[src/rtl/hamming74_pkg.sv]
// Shared definitions for the Hamming(7,4) receive path: codeword bit
// positions, syndrome/codeword types, receiver FSM states and a parity helper.
package hamming74_pkg;

    localparam int P1_POS = 0;
    localparam int P2_POS = 1;
    localparam int A0_POS = 2;
    localparam int P3_POS = 3;
    localparam int A1_POS = 4;
    localparam int A2_POS = 5;
    localparam int A3_POS = 6;

    typedef logic [2:0] syndrome_t;
    typedef logic [6:0] codeword_t;

    typedef enum logic {
        ST_HUNT = 1'b0,
        ST_RECV = 1'b1
    } rx_state_t;

    // Even parity over four bits; one syndrome bit is built from one call.
    function automatic logic parity4(input logic a, input logic b,
                                     input logic c, input logic d);
        return a ^ b ^ c ^ d;
    endfunction

endpackage

[src/rtl/hamming74_syndrome_correct.sv]
// Combinational Hamming(7,4) syndrome computation and single-error
// correction. Kept separate so a parallel decoder can reuse it directly.
module hamming74_syndrome_correct
    import hamming74_pkg::*;
#(
    parameter bit ODD_PARITY = 1'b0
) (
    input  logic [6:0] codeword,
    output logic [2:0] syndrome,
    output logic [3:0] data,
    output logic       corrected
);

    syndrome_t syn_s;
    codeword_t fixed_s;

    // Syndrome {s3,s2,s1}; odd-parity links invert every check.
    always_comb begin
        syn_s[0] = parity4(codeword[P1_POS], codeword[A0_POS],
                           codeword[A1_POS], codeword[A3_POS]) ^ ODD_PARITY;
        syn_s[1] = parity4(codeword[P2_POS], codeword[A0_POS],
                           codeword[A2_POS], codeword[A3_POS]) ^ ODD_PARITY;
        syn_s[2] = parity4(codeword[P3_POS], codeword[A1_POS],
                           codeword[A2_POS], codeword[A3_POS]) ^ ODD_PARITY;
    end

    // Flip the bit the syndrome points at (1-based position); zero means clean.
    always_comb begin
        fixed_s = codeword;
        case (syn_s)
            3'd1:    fixed_s[0] = ~codeword[0];
            3'd2:    fixed_s[1] = ~codeword[1];
            3'd3:    fixed_s[2] = ~codeword[2];
            3'd4:    fixed_s[3] = ~codeword[3];
            3'd5:    fixed_s[4] = ~codeword[4];
            3'd6:    fixed_s[5] = ~codeword[5];
            3'd7:    fixed_s[6] = ~codeword[6];
            default: fixed_s = codeword;
        endcase
    end

    assign syndrome  = syn_s;
    assign corrected = (syn_s != 3'd0);
    assign data      = {fixed_s[A3_POS], fixed_s[A2_POS],
                        fixed_s[A1_POS], fixed_s[A0_POS]};

endmodule

[src/rtl/hamming74_rx_decoder.sv]
// Bit-serial Hamming(7,4) SEC receiver. Assembles codewords LSB first,
// corrects single errors and presents one nibble at a time on a
// valid/ready output register. Optional statistics counter (err_count)
// is built when HAMMING_RX_STATS_EN is defined.
module hamming74_rx_decoder
    import hamming74_pkg::*;
#(
    parameter int ODD_PARITY = 0,
    parameter int CNT_W      = 16
) (
    input  logic             clk,
    input  logic             rst_n,
    input  logic             rx_bit,
    input  logic             rx_valid,
    input  logic             rx_sync,
    output logic [3:0]       out_data,
    output logic             out_valid,
    input  logic             out_ready,
    output logic             out_corrected,
    output logic [2:0]       out_syndrome,
    output logic             overflow,
    input  logic             clr_stats
`ifdef HAMMING_RX_STATS_EN
    ,
    output logic [CNT_W-1:0] err_count
`endif
);

    rx_state_t  state_r, state_nxt_s;
    logic [2:0] idx_r, idx_nxt_s;
    logic [5:0] sr_r, sr_nxt_s;
    logic       complete_s;

    codeword_t  codeword_s;
    syndrome_t  syn_s;
    logic [3:0] data_s;
    logic       corrected_s;

    logic       load_s;
    logic       drop_s;

    logic [3:0] out_data_r;
    logic       out_valid_r;
    logic       out_corrected_r;
    syndrome_t  out_syndrome_r;
    logic       overflow_r;

    // The final bit is used straight off the line so the word can be
    // decoded in the same cycle it completes.
    assign codeword_s = {rx_bit, sr_r};

    hamming74_syndrome_correct #(
        .ODD_PARITY (ODD_PARITY != 0)
    ) u_syndrome_correct (
        .codeword  (codeword_s),
        .syndrome  (syn_s),
        .data      (data_s),
        .corrected (corrected_s)
    );

    // Receiver state, bit index and partial-word shift register.
    always_ff @(posedge clk) begin
        if (!rst_n) begin
            state_r <= ST_HUNT;
            idx_r   <= 3'd0;
            sr_r    <= 6'd0;
        end else begin
            state_r <= state_nxt_s;
            idx_r   <= idx_nxt_s;
            sr_r    <= sr_nxt_s;
        end
    end

    // Framing: sync always restarts a word; index 6 completes it.
    always_comb begin
        state_nxt_s = state_r;
        idx_nxt_s   = idx_r;
        sr_nxt_s    = sr_r;
        complete_s  = 1'b0;
        case (state_r)
            ST_HUNT: begin
                if (rx_valid && rx_sync) begin
                    sr_nxt_s[0] = rx_bit;
                    idx_nxt_s   = 3'd1;
                    state_nxt_s = ST_RECV;
                end else begin
                    idx_nxt_s   = 3'd0;
                end
            end
            ST_RECV: begin
                if (rx_valid && rx_sync) begin
                    sr_nxt_s[0] = rx_bit;
                    idx_nxt_s   = 3'd1;
                end else if (rx_valid) begin
                    if (idx_r == 3'd6) begin
                        complete_s  = 1'b1;
                        idx_nxt_s   = 3'd0;
                        state_nxt_s = ST_HUNT;
                    end else begin
                        sr_nxt_s[idx_r] = rx_bit;
                        idx_nxt_s       = idx_r + 3'd1;
                    end
                end else begin
                    idx_nxt_s = idx_r;
                end
            end
            default: begin
                state_nxt_s = ST_HUNT;
                idx_nxt_s   = 3'd0;
            end
        endcase
    end

    // A completed word is accepted if the slot is empty or being emptied now.
    assign load_s = complete_s && (!out_valid_r || out_ready);
    assign drop_s = complete_s && out_valid_r && !out_ready;

    // One-entry output register plus sticky overflow flag.
    always_ff @(posedge clk) begin
        if (!rst_n) begin
            out_data_r      <= 4'd0;
            out_valid_r     <= 1'b0;
            out_corrected_r <= 1'b0;
            out_syndrome_r  <= 3'd0;
            overflow_r      <= 1'b0;
        end else begin
            if (load_s) begin
                out_data_r      <= data_s;
                out_corrected_r <= corrected_s;
                out_syndrome_r  <= syn_s;
                out_valid_r     <= 1'b1;
            end else if (out_valid_r && out_ready) begin
                out_valid_r     <= 1'b0;
            end
            if (clr_stats) begin
                overflow_r <= 1'b0;
            end else if (drop_s) begin
                overflow_r <= 1'b1;
            end
        end
    end

    assign out_data      = out_data_r;
    assign out_valid     = out_valid_r;
    assign out_corrected = out_corrected_r;
    assign out_syndrome  = out_syndrome_r;
    assign overflow      = overflow_r;

`ifdef HAMMING_RX_STATS_EN
    logic [CNT_W-1:0] err_cnt_r;

    // Saturating count of nonzero-syndrome words, dropped ones included.
    always_ff @(posedge clk) begin
        if (!rst_n) begin
            err_cnt_r <= {CNT_W{1'b0}};
        end else if (clr_stats) begin
            err_cnt_r <= {CNT_W{1'b0}};
        end else if (complete_s && corrected_s && (err_cnt_r != {CNT_W{1'b1}})) begin
            err_cnt_r <= err_cnt_r + {{(CNT_W-1){1'b0}}, 1'b1};
        end else begin
            err_cnt_r <= err_cnt_r;
        end
    end

    assign err_count = err_cnt_r;
`endif

endmodule

[config.mk]
export PLATFORM = sky130hd
export DESIGN_NAME = hamming74_rx_decoder
export DESIGN_NICKNAME = d
export VERILOG_FILES = /design/src/rtl/hamming74_pkg.sv /design/src/rtl/hamming74_syndrome_correct.sv /design/src/rtl/hamming74_rx_decoder.sv
export SDC_FILE = /design/constraint.sdc
export NUM_CORES = 1
export LEC_CHECK = 0
export BUFFER_PORTS_ARGS = -buffer_cell sky130_fd_sc_hd__buf_2
export CORE_MARGIN = 2
export CORE_UTILIZATION = 49
export DETAILED_ROUTE_END_ITERATION = 10
export PLACE_DENSITY = 0.76
export SLEW_MARGIN = 20
export SYNTH_ARGS = -nofsm -noshare
export SYNTH_HDL_FRONTEND = slang
export SYNTH_SLANG_ARGS = --single-unit
[constraint.sdc]
create_clock -name clk -period 1.6 [get_ports clk]
set_input_delay 0.24 -clock clk [delete_from_list [all_inputs] [get_ports clk]]
set_output_delay 0.24 -clock clk [all_outputs]
set_load 0.02 [all_outputs]
Word level (Yosys, flattened, before mapping)
Cells that the tools add are included.
{"block": "classes", "add_sub_neg": 1, "order_cmp": 2, "n_eq_ne": 8, "n_mux": 28, "bitwise": 17, "n_reduce_logical": 14}
{"cell": "2-to-1 mux 1 bit", "n": 20}
{"cell": "equality test 3 bit, second input constant", "n": 4}
{"cell": "2-to-1 mux 3 bit", "n": 3}
{"cell": "bitwise XOR 1 bit", "n": 9}
{"cell": "inverter 1 bit", "n": 8}
{"cell": "bitwise mux 6 bit", "n": 1}
{"cell": "logical AND 1 bit", "n": 6}
{"cell": "one-hot mux 3 bit (2 select lines)", "n": 1}
{"cell": "less-than comparator 3 x 4 -> 1 bit, second input constant", "n": 1}
{"cell": "one-hot mux 1 bit (2 select lines)", "n": 2}
{"cell": "AND reduction 4 bit", "n": 1}
{"cell": "adder 3 x 1 -> 3 bit, second input constant", "n": 1}
{"cell": "demux 1 bit (select 3 bit)", "n": 1}
{"cell": "equality test 3 x 2 -> 1 bit, second input constant", "n": 1}
{"cell": "greater-or-equal comparator 3 x 1 -> 1 bit, second input constant", "n": 1}
{"cell": "!= test 3 x 2 -> 1 bit, second input constant", "n": 1}
{"cell": "!= test 3 bit, second input constant", "n": 1}
{"cell": "AND reduction 3 bit", "n": 1}
{"cell": "nonzero test 3 bit", "n": 1}
{"cell": "zero test 1 bit", "n": 2}
{"cell": "!= test 2 bit, second input constant", "n": 1}
{"cell": "nonzero test 2 bit", "n": 1}
{"cell": "OR reduction 2 bit", "n": 1}
{"cell": "logical OR 1 bit", "n": 1}
{"block": "word_totals", "register_bits": 20, "in_bits": 7, "elab_cells": 79}

Logic depth before layout (Yosys ltp)
Gate-level depths: netlist of run 1.
{"block": "depth", "word_depth": 9, "depth_mapped": 6}

Hierarchy
Synthesis of run 1 repeated with hierarchy kept, for this count alone.
{"block": "hier_totals", "hier_cells": 120, "hier_area_um2": 1083.5}
{"mod": "hamming74_rx_decoder", "n_inst": 1, "cells_per_inst": 101, "area_each_um2": 918.4}
{"mod": "hamming74_syndrome_correct", "n_inst": 1, "cells_per_inst": 19, "area_each_um2": 165.2}

Least setup slack after synthesis of run 1
OpenSTA, ideal clock, no wires.
{"block": "synth_timing", "path_type": "flip-flop to flip-flop", "from": "register idx_r[1]", "to": "register out_syndrome_r[1] (netlist: out_syndrome[1])", "setup_ns": 0.116, "arrival_time_ns": 1.428, "required_ns": 1.484, "setup_slack_ns": 0.056, "stages_incl_launch_ff": 7, "n_path_buf": 2, "period_less_slack_ns": 1.544, "cell_sequence": "dfxtp_1 > clkbuf_1 > nand4b_1 > nor3_2 > buf_2 > nand2_1 > o211a_1"}
{"block": "synth_between", "elab_chain_cells": 6}
{"item": "start, declared", "line": "hamming74_rx_decoder.sv:30", "text": "logic [2:0] idx_r, idx_nxt_s;"}
{"item": "start signal, assigned", "line": "hamming74_rx_decoder.sv:69", "text": "idx_r <= idx_nxt_s;"}
{"item": "equality test 3 bit", "line": "hamming74_rx_decoder.sv:95", "text": "if (idx_r == 3'd6) begin"}
{"item": "2-to-1 mux 1 bit", "line": "hamming74_rx_decoder.sv:95"}
{"item": "2-to-1 mux 1 bit", "line": "hamming74_rx_decoder.sv:94", "text": "end else if (rx_valid) begin"}
{"item": "2-to-1 mux 1 bit", "line": "hamming74_rx_decoder.sv:91", "text": "if (rx_valid && rx_sync) begin"}
{"item": "2-to-1 mux 1 bit", "line": "hamming74_rx_decoder.sv:80", "text": "case (state_r)"}
{"item": "logical AND 1 bit", "line": "hamming74_rx_decoder.sv:115", "text": "assign load_s = complete_s && (!out_valid_r || out_ready);"}
{"item": "end signal, assigned", "line": "hamming74_rx_decoder.sv:130", "text": "out_syndrome_r <= syn_s;"}
{"item": "end, declared", "line": "hamming74_rx_decoder.sv:45", "text": "syndrome_t out_syndrome_r;"}
No other way between the ends.
A chain may end at the register's enable or synchronous reset.

Worst setup path in the final report of run 1
{"block": "layout_timing", "from": "register sr_r[2]", "to": "register out_data_r[1] (netlist: out_data[1])"}
{"block": "layout_between", "elab_chain_cells": 5, "word_cells_on_any_way": 8, "cone_classes": "eq/ne: 1; mux: 1; bitwise: 6"}
{"item": "start, declared", "line": "hamming74_rx_decoder.sv:31", "text": "logic [5:0] sr_r, sr_nxt_s;"}
{"item": "start signal, assigned", "line": "hamming74_rx_decoder.sv:70", "text": "sr_r <= sr_nxt_s;"}
{"item": "bitwise XOR 1 bit (3 in series)", "line": "hamming74_pkg.sv:24", "text": "return a ^ b ^ c ^ d;"}
{"item": "equality test 3 bit (*)", "line": "hamming74_syndrome_correct.sv:30", "text": "case (syn_s)"}
{"item": "2-to-1 mux 1 bit (*)", "line": "hamming74_syndrome_correct.sv:30"}
{"item": "end signal, assigned", "line": "hamming74_rx_decoder.sv:128", "text": "out_data_r <= data_s;"}
{"item": "end, declared", "line": "hamming74_rx_decoder.sv:42", "text": "logic [3:0] out_data_r;"}
Mark *: on every way between the ends. The rest lies on a longest branch, timed or not.

==> reports/summary.txt, run 1 <==
1st-iter DRT viols - 18
number of global-route vias before repair - 816
Die ar. - 2490 µm²
max_cap viols - 0
register area share after synthesis - 0.3879
layout net count - 144
Row Count - 16
# diodes - 0
GRT Total Usage - 0.1811
# hold bufs at CTS - 0
number of buffers created by CTS - 3
placer congestion estimate - 0.7773
residual DRC count - 0
Area contributors post-synth - dfxtp_1, xnor2_1, mux2i_1
post-CTS sizing - 0
placed instance count - 159
Initial Util - 0.5208
routed wire length - 2078 µm
switch share - 0.2116
Critical Setup Path Class - reg2reg
PortBufs - 16
Die Height - 49.90 µm
clk sink count - 20
HPWL after DPL - 1553 µm
post-route cell area - 1266 µm²
worst rel slew slack - 0.6707
fin crit share - 0.9354
fmax - 668.1 MHz
clk_lat worst skew - 0.30 ns
total negative slack - 0 ns
max-slew violations - 0
DR WL/cell - 12.75 µm
Clk pwr share - 0.405
Post-CTS Setup Repair Bufs - 0
Crit path required time - 1.84 ns
drt pass-1 iters - 4
Max VDD drop - 0.5828 mV
cell count after synthesis - 112
area grow syn2layout - 22.67%
Static Leak - 0.5278 nW
CTS H-tree depth - 1
root buf cell - clkbuf_4
Worst Max-Slew Pin Slew - 0.4904 ns
Via density - 5.448
Syn. warnings - 0
status - completed
Mapped Avg Cell Area - 9.216 µm²
global-route wire length before repair - 3519 µm
largest fanout on the critical path - 4
clk_skew - 0.004955 ns
Worst setup EP type - flip-flop
Post-DRT Antenna Nets - 0
CP Launch Type - flip-flop
hold_ws - 0.08709 ns
IO Count - 17
grt total ovfl - 0
critical path arrival - 1.73 ns
TritonCTS clock tree - done
min-delay worst type - in2reg
most common cell after layout, fill and taps aside - dfxtp_1
Logic pwr share - 0.092
share of cells above drive strength 1 - 0.2868
largest net degree at the start of global routing - 20
Switch Pwr - 0.2149 mW
Core Region - 1982 µm²
Tmin final - 1.497 ns
initial antenna violation count - 0
die width - 49.90 µm
Power Density - 802.0 nW/µm²
most frequent cells in the layout - dfxtp_1, buf_2, buf_4
part of the power in registers - 0.503
Final Non-Filler Cells - 163
Setup Viol. Count Final - 0
Int Pwr - 0.8006 mW
synthesized flop and latch total - 20
post-synth top area cell - dfxtp_1
DP Area - 1197 µm²
Yosys top cell area share - 0.3879
clk slew on worst S/H paths - 0.12 ns
final hold vios - 0
syn_nets - 119
Synth Cell Area - 1032 µm²
vias - 888
Clock Tree Buf Depth - 2
Layout Utilization - 0.6389
count of cell types in the netlist - 35
RSZ-0062 raised after global routing - no
## worst paths after layout
kind                            startpoint          end  slack, ns  cells past startpoint
worst max register to register     sr_r[2]  out_data[1]       0.10                      4
worst min register to register     sr_r[1]      sr_r[1]       0.49                      2
worst max-delay path               sr_r[2]  out_data[1]       0.10                      4
worst min-delay path             clr_stats     overflow       0.09                      2
## power by group through the flow
stage / clock (mW) / sequential [mW] / combinational, mW
final: 0.412 / 0.510 / 0.0935
after global routing: 0.437 / 0.512 / 0.103
after CTS: 0.421 / 0.510 / 0.0928
after detailed placement: 0 / 0.521 / 0.0925
after global placement: 0 / 0.521 / 0.0890
after floorplan: 0 / 0.517 / 0.0642
## per-stage QoR
step,total power [mW],setup slack [ns]
2_1_floorplan,0.5814,0.05598
3_3_place_gp,0.6101,0.08519
3_5_place_dp,0.6139,0.01660
4_1_cts,1.024,0.02862
5_1_grt,1.052,0.01092
6_report,1.015,0.1033
## Yosys cell counts (all sizes together)
master  instances
nand3b          2
nor3b           1
o21ai           9
o211a           3
nand2          10
clkbuf          6
a31oi           4
nor2            2
inv             2
nand4           1
or4             2
a21boi          3
nor4b           1
o21a            1
xnor2           8
o221a           1
a21oi           3
dfxtp          20
a31o            1
nor4bb          2
nor3            2
a211oi          1
nor2b           8
nand4b          2
xor2            3
mux2i           5
o31ai           3
buf             2
nand2b          1
nand3           3
## critical path, cell delays in order, from the launching register on
cell and delay (ns):
dfxtp_2 0.37, xor2_2 0.19, xor2_1 0.20, or4_1 0.51, a31oi_1 0.15
## metal layers
layer | track usage | vias up | share of wire
met2 | 0.3022 | 21 | 0.46
met5 | 0 | - | 0
met4 | 0.05556 | 0 | 0.012
met1 | 0.2358 | 413 | 0.48
met3 | 0.03333 | 4 | 0.042
li1 | - | 450 | -
## kinds of logic after synthesis
group	Yosys count	synth area share
mux	5	0.04849
buf+inv	10	0.04484
xor+xnor	11	0.1152
flops	20	0.3879
compound gates	29	0.1891
simple gates	37	0.2146
## area by class of cell
| class | instances | area [µm²] |
|---|---|---|
| Fill cell | 170 | 715.7 |
| Multi-Input combinational cell | 82 | 599.3 |
| Sequential cell | 20 | 402.9 |
| Timing Repair Buffer | 28 | 170.2 |
| Tap cell | 27 | 33.78 |
| Clock inverter | 1 | 30.03 |
| Clock buffer | 3 | 22.52 |
| Inverter | 2 | 7.507 |
## registers in the layout, indices dropped and copies added, names as in the netlist
signal / flops
state_r: 1
out_data: 4
out_syndrome: 3
out_corrected: 1
out_valid: 1
sr_r: 6
idx_r: 3
overflow: 1
Power figures use the tool's default switching activity.
==> run 2, diff against run 1 <==
- CORE_UTILIZATION: 49 -> 54
- CTS_CLUSTER_DIAMETER: not set -> 120
- PLACE_DENSITY: 0.76 -> 0.79
- clock period: 1.6 -> 1.41 ns (I/O delays scaled with it)
==> run 2 against run 1 <==
Compared with the run above:
- critical path depth stayed put
- highest routed layer unchanged
- the run now ends with negative setup slack left
- core utilization is 14 points higher
- critical endpoint unchanged
- register-to-register slack worse by 0.12 ns
- wire length is 29% higher
- die area is 8.5% lower
==> reports/summary.txt, run 2 (synthesis results as in run 1) <==
Core Region - 1764 µm²
Setup Viol. Count Final - 1
Pwr Total - 1.182 mW
register bank with the most flops - sr_r
global-route wire length before repair - 4133 µm
Largest register FFs - 6
vias - 974
# diodes - 0
Worst Max-Slew Pin Slew - 0.3595 ns
layout net count - 150
fin crit share - 1.013
Clk pwr share - 0.400
HPWL after DPL - 1719 µm
RSZ-0062 raised after global routing - yes
1st-iter DRT viols - 32
initial antenna violation count - 0
failing checks - negative setup slack
status - complete, but fails checks
switch share - 0.2211
total negative slack - -0.01824 ns
Layout Utilization - 0.7745
share of cells above drive strength 1 - 0.3732
TritonCTS clock tree - done
largest net degree at the start of global routing - 20
IO Count - 17
final hold vios - 0
Row Count - 15
most common cell after layout, fill and taps aside - buf_4
post-route cell area - 1366 µm²
Die Height - 47.72 µm
DR WL/cell - 16.03 µm
Post-CTS Setup Repair Bufs - 0
# hold bufs at CTS - 0
CTS H-tree depth - 1
Post-DRT Antenna Nets - 0
drt pass-1 iters - 4
residual DRC count - 0
placer congestion estimate - 0.8281
worst rel slew slack - 0.7598
Crit path required time - 1.65 ns
clk_lat worst skew - 0.30 ns
grt total ovfl - 0
Final Non-Filler Cells - 167
Via density - 5.832
min-delay worst type - in2reg
placed instance count - 163
number of global-route vias before repair - 882
setup slack after layout - -0.01824 ns
root buf cell - clkbuf_4
area grow syn2layout - 32.36%
DP Area - 1242 µm²
Switch Pwr - 0.2614 mW
number of buffers created by CTS - 3
Logic pwr share - 0.113
Die ar. - 2277 µm²
largest fanout on the critical path - 2
CP Launch Type - flip-flop
fmax - 700.2 MHz
Initial Util - 0.5851
clk sink count - 20
die width - 47.72 µm
PortBufs - 16
routed wire length - 2677 µm
part of the power in registers - 0.486
max_cap viols - 0
clk_skew - 0.001468 ns
max-slew violations - 0
Tmin final - 1.428 ns
Max VDD drop - 0.8746 mV
Static Leak - 0.5728 nW
most frequent cells in the layout - buf_4, buf_2, dfxtp_1
Int Pwr - 0.9211 mW
Power Density - 865.4 nW/µm²
GRT Total Usage - 0.2660
critical path arrival - 1.67 ns
Critical Setup Path Class - reg2reg
clk slew on worst S/H paths - 0.12 ns
Clock Tree Buf Depth - 2
Worst setup EP type - flip-flop
==> run 2: per-stage QoR <==
stage	hold WS, ns	setup WS, ns
after floorplan	0.2876	0.002812
after global placement	0.3742	0.001084
after detailed placement	0.3817	-0.08051
after CTS	0.05465	-0.03561
after global routing	0.04271	-0.08933
final	0.05607	-0.01824
==> run 2: worst paths after layout <==
kind | slack, ns | to | from | depth (start not counted)
worst max-delay path | -0.02 | out_data[1] | sr_r[0] | 4
worst min-delay path | 0.06 | overflow | clr_stats | 2
worst max register to register | -0.02 | out_data[1] | sr_r[0] | 4
worst min register to register | 0.52 | out_syndrome[0] | out_syndrome[0] | 1
==> run 2: power groups by stage <==
stage / logic, mW / registers, mW / clock network (mW)
floorplan: 0.0729 / 0.587 / 0
global placement: 0.116 / 0.587 / 0
detailed placement: 0.122 / 0.587 / 0
CTS: 0.125 / 0.574 / 0.475
global route: 0.145 / 0.576 / 0.501
finish: 0.134 / 0.575 / 0.474
==> run 2: layout make-up <==
| class | instances | area [µm²] |
|---|---|---|
| inverters | 2 | 7.507 |
| well taps | 25 | 31.28 |
| repair buffers | 34 | 215.2 |
| clock buffers | 3 | 22.52 |
| fillers | 132 | 397.9 |
| clock inverters | 1 | 30.03 |
| flip-flops and latches | 20 | 410.4 |
| multi-input cells | 82 | 649.4 |
==> run 2: metal layers <==
metal	vias up	part of all wire	track usage
met5	-	0	0
met1	471	0.45	0.3634
li1	461	-	-
met3	4	0.047	0.02264
met4	0	0.016	0.09730
met2	38	0.48	0.4373
==> run 2: timing repair <==
item                                    4_1_cts  5_1_grt
endpoints found under the setup margin        2       10
pin swaps                                     2        3
gates resized for setup                       5        9
==> run 2: critical path: stages, from the launching register on <==
cell	delay, ns
dfxtp_2	0.37
xor2_4	0.19
xor2_1	0.17
or4_1	0.51
a31oi_1	0.13
==> run 3, diff against run 2 <==
- SYNTH_HIERARCHICAL: not set -> 1
- clock period: 1.41 -> 1.4 ns (I/O delays scaled with it)
==> run 3 against run 2 <==
Compared with the run above:
- the flow still finishes with violations (negative setup slack)
- flip-flop and latch count is the same
- total power fell by 14%
- via count is 3.9% lower
- largest cell class unchanged
==> reports/summary.txt, run 3 <==
1st-iter DRT viols - 11
clk slew on worst S/H paths - 0.12 ns
Die Height - 48.80 µm
CTS H-tree depth - 1
Post-DRT Antenna Nets - 0
status - complete, but fails checks
register area share after synthesis - 0.3695
CP max-delay cell - dfxtp_4
Mapped Avg Cell Area - 9.029 µm²
worst rel slew slack - 0.7109
Core Region - 1922 µm²
GR Layer Usage met3 - 0.03681
max_cap viols - 0
largest net degree at the start of global routing - 18
largest fanout on the critical path - 4
max-slew violations - 0
Switch Pwr - 0.2659 mW
CP Launch Type - flip-flop
Worst Max-Slew Pin Slew - 0.4276 ns
post-synth top area cell - dfxtp_1
synthesized flop and latch total - 20
clk sink count - 20
part of the power in registers - 0.569
Initial Util - 0.5638
Logic pwr share - 0.149
PortBufs - 16
drt pass-1 iters - 4
critical path arrival - 1.72 ns
die width - 48.80 µm
Setup Viol. Count Final - 3
placer congestion estimate - 0.7573
Syn. warnings - 6
global-route wire length before repair - 3822 µm
Worst setup EP type - flip-flop
cells along the critical path - xor2_4 > xor2_2 > inv_2 > nand2_2 > mux2_4 > nand2_1 > mux2i_1
Synth top cells by count - nand2_1, dfxtp_1, mux2i_1
most common cell after layout, fill and taps aside - nand2_1
cell count after synthesis - 120
Max VDD drop - 0.6829 mV
Clk pwr share - 0.283
Via density - 5.349
HPWL after DPL - 1610 µm
delay of the slowest critical-path stage - 0.39 ns
area grow syn2layout - 33.72%
fraction of registers with async set/reset - 0
root buf cell - clkbuf_4
IO Count - 17
fin crit share - 1.079
Post-synth EDFFs - 0
global route hottest layer - met2
clk_lat worst skew - 0.30 ns
syn_nets - 127
DR WL/cell - 13.30 µm
setup slack after layout - -0.1101 ns
grt total ovfl - 0
number of buffers created by CTS - 3
Power Density - 705.8 nW/µm²
count of cell types in the netlist - 36
Worst R2R Setup Slack - -0.11 ns
GRT Total Usage - 0.2041
Largest register FFs - 6
Int Pwr - 0.7567 mW
initial antenna violation count - 0
met2 Use GR - 0.3265
switch share - 0.2601
Tmin final - 1.510 ns
Yosys top cell area share - 0.3695
routed wire length - 2328 µm
Area contributors post-synth - dfxtp_1, mux2i_1, nand2_1
TritonCTS clock tree - done
most numerous cell in the Yosys netlist - nand2_1
Static Leak - 0.6042 nW
min-delay worst type - in2reg
RSZ-0062 raised after global routing - yes
number of global-route vias before repair - 845
Row Count - 16
Critical Setup Path Class - reg2reg
Die ar. - 2381 µm²
vias - 936
most frequent cells in the layout - nand2_1, buf_2, mux2i_1, dfxtp_1, buf_4
# diodes - 0
residual DRC count - 0
failing checks - negative setup slack
final hold vios - 0
Clock Tree Buf Depth - 2
Crit path required time - 1.61 ns
Synth Cell Area - 1084 µm²
fmax - 662.2 MHz
register bank with the most flops - sr_r
Top FF cell, synth - dfxtp_1
met1 GRT Util - 0.2803
layout net count - 156
clk_skew - 0.007877 ns
Pwr Total - 1.023 mW
Post-Place Worst Slack - -0.08215 ns
share of cells above drive strength 1 - 0.3716
## run 3: timing repair
item	in CTS	in global routing
gates cloned	0	0
pin swaps	3	9
hold buffers	0	0
gates resized for setup	4	16
setup buffers	0	1
endpoints found under the setup margin	6	6
## run 3: metal layers
layer / up-vias / routed length [µm]
met3: 3 / 79
met2: 22 / 1174
met4: 0 / 19
met1: 441 / 1055
li1: 470 / -
met5: - / 0
## run 3: power groups by stage
stage                     Clock [mW]  Sequential [mW]  Combinational [mW]
after global routing           0.324            0.583               0.168
after floorplan                    0            0.591              0.0891
after global placement             0            0.595               0.123
after detailed placement           0            0.595               0.128
final                          0.289            0.582               0.152
after CTS                      0.294            0.583               0.129
## run 3: cell type report
| type | instances | area (µm²) |
|---|---|---|
| clock buffer | 4 | 26.28 |
| fill | 136 | 473.0 |
| inverter | 3 | 11.26 |
| multi-input combinational | 90 | 752.0 |
| sequential | 20 | 416.7 |
| tap | 27 | 33.78 |
| timing repair buffer | 31 | 209.0 |
## run 3: kinds of logic (layout without fill, tap and decap cells)
| group | Yosys count | count (layout) | share of synthesized area |
|---|---|---|---|
| flip-flops | 20 | 20 | 0.3695 |
| AO/OA/AOI/OAI | 12 | 12 | 0.07967 |
| buffers and inverters | 10 | 38 | 0.03579 |
| multiplexers | 14 | 14 | 0.1305 |
| AND/OR/NAND/NOR | 52 | 52 | 0.2737 |
| XOR/XNOR | 12 | 12 | 0.1109 |
## run 3: worst max-delay path, delay by kind of cell, from the launching register on
family / cells / cell delay [ns]
DFF: 1 / 0.39
and+or+nand+nor: 2 / 0.13
buffers and inverters: 1 / 0.09
xor gates and xnor gates: 2 / 0.43
muxes: 2 / 0.36
## run 3: per-stage QoR
step | cells | TNS [ns] | hold WS [ns] | instance area, µm² | util
floorplan | 120 | -0.02269 | 0.3669 | 1094 | -
global placement | 170 | -0.04331 | 0.4384 | 1297 | 0.6751
detailed placement | 170 | -0.1832 | 0.4476 | 1297 | 0.6751
CTS | 174 | -0.2838 | 0.1354 | 1341 | 0.6979
global route | 175 | -0.7679 | 0.1366 | 1449 | 0.7539
finish | 175 | -0.2578 | 0.1335 | 1449 | 0.7539
## run 3: path summary, 6_finish.rpt
check	start	end	depth (start not counted)
worst max register to register	sr_r[5]	out_data[3]	7
worst min register to register	out_syndrome[1]	out_syndrome[1]	2
worst min-delay path	clr_stats	overflow	3
worst max-delay path	sr_r[5]	out_data[3]	7
